[config.mk]
export PLATFORM = sky130hd
export DESIGN_NAME = demux1to8_stream
export DESIGN_NICKNAME = d
export VERILOG_FILES = /design/src/rtl/demux1to8_stream_pkg.sv /design/src/rtl/demux1to8_stream_slot.sv /design/src/rtl/demux1to8_stream.sv
export SDC_FILE = /design/constraint.sdc
export NUM_CORES = 1
export LEC_CHECK = 0
export CORE_MARGIN = 8
export CORE_UTILIZATION = 48
export DETAILED_ROUTE_END_ITERATION = 16
export HOLD_SLACK_MARGIN = 0.02
export MAX_ROUTING_LAYER = met4
export PLACE_DENSITY_LB_ADDON = 0.12
export SLEW_MARGIN = 25
export SYNTH_ARGS = -nofsm -noshare
export SYNTH_HDL_FRONTEND = slang
export SYNTH_SLANG_ARGS = --single-unit
[constraint.sdc]
create_clock -name clk -period 7.91 [get_ports clk]
set_clock_uncertainty 0.15 [all_clocks]
set_input_delay 1.9775 -clock clk [delete_from_list [all_inputs] [get_ports clk]]
set_output_delay 1.9775 -clock clk [all_outputs]
set_load 0.03 [all_outputs]
[src/rtl/demux1to8_stream_pkg.sv]
// Shared types and default sizes for the 1-to-8 stream distributor.
// Optional broadcast support is enabled in the top by defining DEMUX_BCAST_EN.
package demux_pkg;

   localparam int DEMUX_DATA_W = 8;
   localparam int DEMUX_N_OUT  = 8;

   typedef logic [2:0] demux_sel_t;
   typedef logic [7:0] demux_word_t;

endpackage

[src/rtl/demux1to8_stream_slot.sv]
// One-entry output register slice: holds a word until its consumer takes it,
// and can accept a replacement in the same cycle the held word drains.
module demux_slot
   import demux_pkg::*;
#(
   parameter int DATA_W = DEMUX_DATA_W
)(
   input  logic              clk,
   input  logic              rst,
   input  logic              load,
   input  logic [DATA_W-1:0] data_in,
   input  logic              out_ready,
   output logic              out_valid,
   output logic [DATA_W-1:0] out_data,
   output logic              slot_free
);

   logic              valid_r;
   logic [DATA_W-1:0] data_r;

   // Slot state: load wins over drain; data is kept after a drain.
   always_ff @(posedge clk or posedge rst) begin
      if (rst) begin
         valid_r <= 1'b0;
         data_r  <= {DATA_W{1'b0}};
      end else if (load) begin
         valid_r <= 1'b1;
         data_r  <= data_in;
      end else if (valid_r && out_ready) begin
         valid_r <= 1'b0;
      end else begin
         valid_r <= valid_r;
      end
   end

   assign out_valid = valid_r;
   assign out_data  = data_r;
   assign slot_free = ~valid_r | out_ready;

endmodule

[src/rtl/demux1to8_stream.sv]
// Routes one valid/ready stream to N_OUT registered output channels by in_sel.
// Define DEMUX_BCAST_EN to let in_bcast load every channel at once (all-or-nothing).
module demux1to8_stream
   import demux_pkg::*;
#(
   parameter  int DATA_W = DEMUX_DATA_W,
   parameter  int N_OUT  = DEMUX_N_OUT,
   localparam int SEL_W  = $clog2(N_OUT)
)(
   input  logic                         clk,
   input  logic                         rst,
   input  logic [DATA_W-1:0]            in_data,
   input  logic [SEL_W-1:0]             in_sel,
   input  logic                         in_bcast,
   input  logic                         in_valid,
   output logic                         in_ready,
   output logic [N_OUT-1:0][DATA_W-1:0] out_data,
   output logic [N_OUT-1:0]             out_valid,
   input  logic [N_OUT-1:0]             out_ready,
   output logic [N_OUT-1:0]             occ
);

   logic [N_OUT-1:0] slot_free_s;
   logic [N_OUT-1:0] load_s;
   logic             bcast_s;
   logic             ready_s;
   logic             xfer_s;

`ifdef DEMUX_BCAST_EN
   assign bcast_s = in_bcast;
`else
   logic bcast_unused_s;
   assign bcast_unused_s = in_bcast;
   assign bcast_s        = 1'b0;
`endif

   // Accept decision: a broadcast needs every slot free, unicast only its target.
   always_comb begin
      ready_s = 1'b0;
      if (rst) begin
         ready_s = 1'b0;
      end else if (bcast_s) begin
         ready_s = &slot_free_s;
      end else begin
         ready_s = slot_free_s[in_sel];
      end
   end

   assign xfer_s   = in_valid & ready_s;
   assign in_ready = ready_s;

   // Select decode: at most one slot loads per unicast transfer.
   always_comb begin
      load_s = {N_OUT{1'b0}};
      for (int k = 0; k < N_OUT; k++) begin
         load_s[k] = xfer_s & ((in_sel == SEL_W'(k)) | bcast_s);
      end
   end

   for (genvar g = 0; g < N_OUT; g++) begin : g_slot
      demux_slot #(
         .DATA_W(DATA_W)
      ) u_slot (
         .clk      (clk),
         .rst      (rst),
         .load     (load_s[g]),
         .data_in  (in_data),
         .out_ready(out_ready[g]),
         .out_valid(out_valid[g]),
         .out_data (out_data[g]),
         .slot_free(slot_free_s[g])
      );
   end

   assign occ = out_valid;

endmodule

==> results.py <==
metrics = {
    "worst_setup_path": {
        "cp_cell_sequence": "clkdlybuf4s50_1 -> or3b_2 -> a21oi_1 -> o22ai_1 -> clkdlybuf4s50_1",
        "worstSetupEndpointType": "output pin",
        "cpMaxStageDelayCell": "clkdlybuf4s50_1",
        "cp-start-kind": "input pin",
        "cp.arrival_ns": 4.10,
        "critPathBufInv": 2,
        "cpMostUsedCell": "clkdlybuf4s50_1",
        "cpPeakStageDelay_ns": 0.67,
        "r2r_slack_ns": 6.25,
        "cp.required_ns": 5.78,
        "worstSetupPathType": "input pin to output pin",
        "crit_family": "buffers and inverters",
        "cp_max_fo": 15,
    },
    "route": {
        "drc": 0,
        "vias_per_cell": 5.17,
        "antenna_left": 0,
        "vias": 1960,
        "drt-initial-drc-count": 38,
        "wire_per_inst_um": 18.7,
        "firstDrtPassIters": 2,
        "routed_wl_um": 7090,
    },
    "timing": {
        "timing.final.max_slew_violations": 0,
        "finalCritPeriodShare": 0.788,
        "post-route-min-period_ns": 6.23,
        "holdWs_ns": 0.356,
        "fmax_ghz": 0.161,
        "finalSetupViolations": 0,
        "tightestPinTransition_ns": 0.904,
        "tns_ns": 0,
        "grt_setup_unrepaired": "no",
        "finalHoldViolCount": 0,
        "setup_ws_ns": 1.68,
        "relSlewSlack": 0.397,
    },
    "clocking": {
        "cts_buffers": 9,
        "postCtsHoldBufs": 0,
        "root_buffer": "clkbuf_8",
        "h-tree-depth": 3,
        "cts_tree": "yes",
        "cts_resized": 0,
        "clock_latency_ns": 0.33,
        "clk_pin_slew_worst_paths_ns": 0.07,
        "post_cts_buffers": 0,
        "clock_sinks": 72,
        "clock_path_buffers": 2,
    },
    "synth": {
        "yosys.area_share.adder": 0,
        "yosysWarnings": 0,
        "synth_top_family_by_area": "multiplexers",
        "yosys.area_share.simple": 0.0943,
        "yosysTopAreaCellShare": 0.599,
        "syn_area_mm2": 0.00301,
        "ys_seq_elements": 72,
        "netlist_instances": 205,
        "synth_xor_xnor_area_share": 0,
        "syn_area_per_cell_um2": 14.7,
        "synth_nets": 228,
        "ys_types": 25,
        "yosysTopAreaCell": "dfrtp_1",
        "ys_seq_area_frac": 0.599,
        "ys_top_cells_by_area": "dfrtp_1 60%, mux2_2 24%, buf_4 4.5%",
        "synth_compound_area_frac": 0.0166,
        "muxShareOfSynthArea": 0.239,
    },
    "floorplanning": {
        "io_pins": 104,
        "rows": 29,
        "die_width_um": 95.2,
        "core_mm2": 0.00620,
        "die_h_um": 95.2,
        "dieArea_mm2": 0.00906,
        "start_util": 0.485,
    },
    "layout": {
        "final_common_cell": "clkdlybuf4s50_1",
        "fin_nets": 321,
        "num_antenna_cells": 0,
        "finish.instance_area_mm2": 0.00416,
        "layout_common_cells": "102 x clkdlybuf4s50_1, 72 x dfrtp_1, 64 x mux2_2, 11 x clkbuf_8, 10 x nand2b_1",
        "drive_above_1_share": 0.291,
        "area_delta_synth_final_pct": 38.1,
    },
    "pwr": {
        "switching_share": 0.345,
        "peakVddDrop_mv": 0.194,
        "finalPower_w": 0.00118,
        "powerDensity_mw_per_mm2": 285,
        "sequentialPowerShare": 0.411,
        "power_leakage_nw": 1.78,
        "clkPwrFrac": 0.215,
        "combPwrFrac": 0.374,
        "switchingPower_w": 0.000408,
        "p_int_w": 0.000775,
    },
    "global_route": {
        "grt_pass1_wl_um": 11400,
        "antenna_found_initial": 0,
        "grt-ovfl-total": 0,
        "track_usage": 0.171,
        "grt_max_degree": 73,
        "grt_pass1_vias": 2215,
    },
    "run": {
        "cap_violations": 0,
    },
    "placed_design": {
        "placed_area_mm2": 0.00399,
        "place.gp.congestion": 0.793,
        "portBuffers": 102,
        "dp_hpwl_um": 5130,
        "pre_cts_slack_ns": 1.64,
    },
    "worst_hold_path": {
        "hp-class": "flip-flop to flip-flop",
    },
    "outcome": {
        "status": "finished, final reports clean",
    },
}
-- logic make-up (layout without fill, tap and decap cells) --
logic type,after synthesis,in the layout
AO/OA/AOI/OAI,8,8
buffers and inverters,22,119
flip-flops,72,72
multiplexers,64,64
AND/OR/NAND/NOR,39,39
-- metrics by stage --
stage / cells / utilization
floorplan: 205 / -
global placement: 364 / 0.642
detailed placement: 364 / 0.642
CTS: 379 / 0.670
global route: 379 / 0.670
finish: 379 / 0.670
-- path summary, 6_finish.rpt --
path | end | startpoint | depth (start not counted)
min in group asynchronous | g_slot[5].u_slot.out_valid | rst | 3
min reg2reg | g_slot[4].u_slot.out_data[1] | g_slot[4].u_slot.out_data[1] | 1
max | in_ready | in_sel[1] | 5
max in group asynchronous | g_slot[6].u_slot.out_valid | rst | 3
min | g_slot[4].u_slot.out_data[1] | g_slot[4].u_slot.out_data[1] | 1
max reg2reg | g_slot[0].u_slot.out_data[7] | g_slot[3].u_slot.out_valid | 3
-- Yosys cell counts --
master and number:
o311ai_0 1, nand2_1 9, nand2b_1 10, nor2b_1 2, o2111ai_1 1, a21oi_1 1, and3_1 2, nand3_2 1
buf_4 18, or3b_2 1, nor2_1 2, nand4_2 1, nor3b_4 2, inv_1 1, nand3_1 1, dfrtp_1 72
o22ai_1 2, and3b_2 1, mux2_2 64, nand4b_1 2, and4_1 1, o21ai_0 3, nand4b_2 2, nand3b_1 2
buf_2 3
-- layout make-up --
class / count / area (um2)
timing repair buffer: 103 / 1030
sequential: 72 / 1800
multi-input combinational: 111 / 1050
clock buffer: 12 / 155
tap: 77 / 96.3
fill: 474 / 2050
inverter: 1 / 3.75
clock inverter: 3 / 17.5
-- routing by layer --
metal | up-vias | track usage | part of all wire
li1 | 896 | - | -
met1 | 987 | 0.192 | 0.42
met2 | 69 | 0.268 | 0.46
met3 | 8 | 0.0685 | 0.099
met4 | 0 | 0.0663 | 0.016
met5 | - | - | 0
-- worst register-to-register path, cell delays in order, from the launching register on --
cell	delay, ns
dfrtp_1	0.42
nand4b_1	0.12
and4_1	0.48
mux2_2	0.39
-- registers in the layout (all words and copies together) (netlist names) --
register and flops:
g_slot.u_slot.out_data 64, g_slot.u_slot.out_valid 8
-- power groups by stage --
stage / Clock [W] / Combinational (W) / Sequential [W]
6_report: 0.000255 / 0.000442 / 0.000486
5_1_grt: 0.000279 / 0.000464 / 0.000497
4_1_cts: 0.000264 / 0.000449 / 0.000488
3_5_place_dp: 0 / 0.000448 / 0.000494
3_3_place_gp: 0 / 0.000445 / 0.000490
2_1_floorplan: 0 / 0.0000932 / 0.000645
(Power assumes the default switching activity.)
==> patch (config.mk and constraints unchanged) <==
Build with the macro `DEMUX_BCAST_EN` defined.
--- a/src/rtl/demux1to8_stream.sv
+++ b/src/rtl/demux1to8_stream.sv
@@ -1,5 +1,7 @@
 // Routes one valid/ready stream to N_OUT registered output channels by in_sel.
 // Define DEMUX_BCAST_EN to let in_bcast load every channel at once (all-or-nothing).
+`define DEMUX_BCAST_EN
+
 module demux1to8_stream
    import demux_pkg::*;
 #(
Formal check against the unedited RTL: not equivalent (a bounded check fails within 4 cycles, from zero or initial values and one cycle with rst high).
==> patch against the unedited design <==
Die area rose by 13%. Final area rose by 13%. Synthesized cell count grew 64%. Clock power increased by 33%. Synthesized area up 16%. Setup slack got worse by 0.31 ns. Utilization decreased by 1.1 points. Worst hold slack worse by 0.020 ns. Sequential cell count is the same. Power grew 21%. Wire length rose by 38%. Register-to-register slack lost 1.1 ns. Largest power group is now combinational cells.
==> patch: results (changes against the unedited design) <==
- WL per Instance: 18.77 um (was 18.71 um)
- FF-to-FF path depth: 7 (was 3)
- Synthesized net count: 360 (was 228)
- # clk buffers: 11 (was 12)
- Multi-input logic area: 0.001470 mm^2 (was 0.001055 mm^2)
- GR Util met3: 0.04605 (was 0.06850)
- VDD IR max: 203.3 uV (was 194.5 uV)
- Compound-Gate Fraction of Synth Area: 0.06741 (was 0.01663)
- Worst endpoint data arrival time: 4.41 ns (was 4.10 ns)
- Avg Vias per Cell: 5.685 (was 5.172)
- Global-route wire length before repair: 15540 um (was 11380 um)
- Proportion of synthesized area in mux cells: 0.1097 (was 0.2394)
- HP Start: g_slot[3].u_slot.out_data[7] (was g_slot[4].u_slot.out_data[1])
- Leak pwr: 1.938 nW (was 1.784 nW)
- Gr usage total: 0.2005 (was 0.1712)
- Hold Crit Class: reg -> reg (unchanged)
- First-pass DRT Iterations: 4 (was 2)
- Signal buf overhead: 0.2255 (was 0.2474)
- Initial antenna violation count: 0 (unchanged)
- Number of global-route vias before repair: 3021 (was 2215)
- Bufs w/o clock: 107 (was 103)
- Share of layout cells above drive strength 1: 0.08491 (was 0.2914)
- Synth cell types: 31 (was 25)
- Port Buffers: 103 (was 102)
- Reg2reg setup slack: 5.15 ns (was 6.25 ns)
- Met2 GRT Util: 0.3224 (was 0.2681)
- Outcome: finished clean (unchanged)
- HPWL Detailed: 6906 um (was 5128 um)
- Met1 usage: 0.2417 (was 0.1922)
- Initial DRC count: 194 (was 38)
- Register area share after synthesis: 0.5163 (was 0.5985)
- Crit path max fanout: 7 (was 15)
- Gpl congestion: 0.8981 (was 0.7929)
- FF-to-FF End: g_slot[0].u_slot.out_data[6] (was g_slot[0].u_slot.out_data[7])
- Wire length on met3: 618 um (was 703 um)
- Multi-Input Combinational: 226 (was 111)
- Htree depth: 3 (unchanged)
- # fillers: 626 (was 474)
- Inverters: 3 (was 1)
- Largest net degree at the start of global routing: 51 (was 73)
- Min-Delay Endpoint: g_slot[3].u_slot.out_data[7] (was g_slot[4].u_slot.out_data[1])
- Nets: 442 (was 321)
## patch: worst max-delay path, cell delays in order
cell and delay [ns]:
clkdlybuf4s50_1 0.62, mux4_2 0.54, and3_1 0.22, a41oi_4 0.19, and2_1 0.23, inv_1 0.06
clkdlybuf4s50_1 0.58
## patch: per-stage QoR
step                hold slack, ns  instance area [um^2]  utilization  std cells  setup WS, ns
floorplan                   0.3644                  3490            -        337         2.218
global placement            0.3165                  4464       0.6255        507         1.418
detailed placement          0.3237                  4464       0.6255        507         1.373
CTS                         0.3416                  4701       0.6587        523         1.362
global route                0.3556                  4705       0.6592        523         1.281
finish                      0.3366                  4705       0.6592        523         1.369
## patch: power by group
part	leakage, nW	switching, mW	internal (mW)	total, mW
Clock	0.117	0.143	0.197	0.340
Sequential	0.803	0.0564	0.459	0.515
Combinational	1.02	0.335	0.240	0.575
Total	1.94	0.534	0.896	1.43
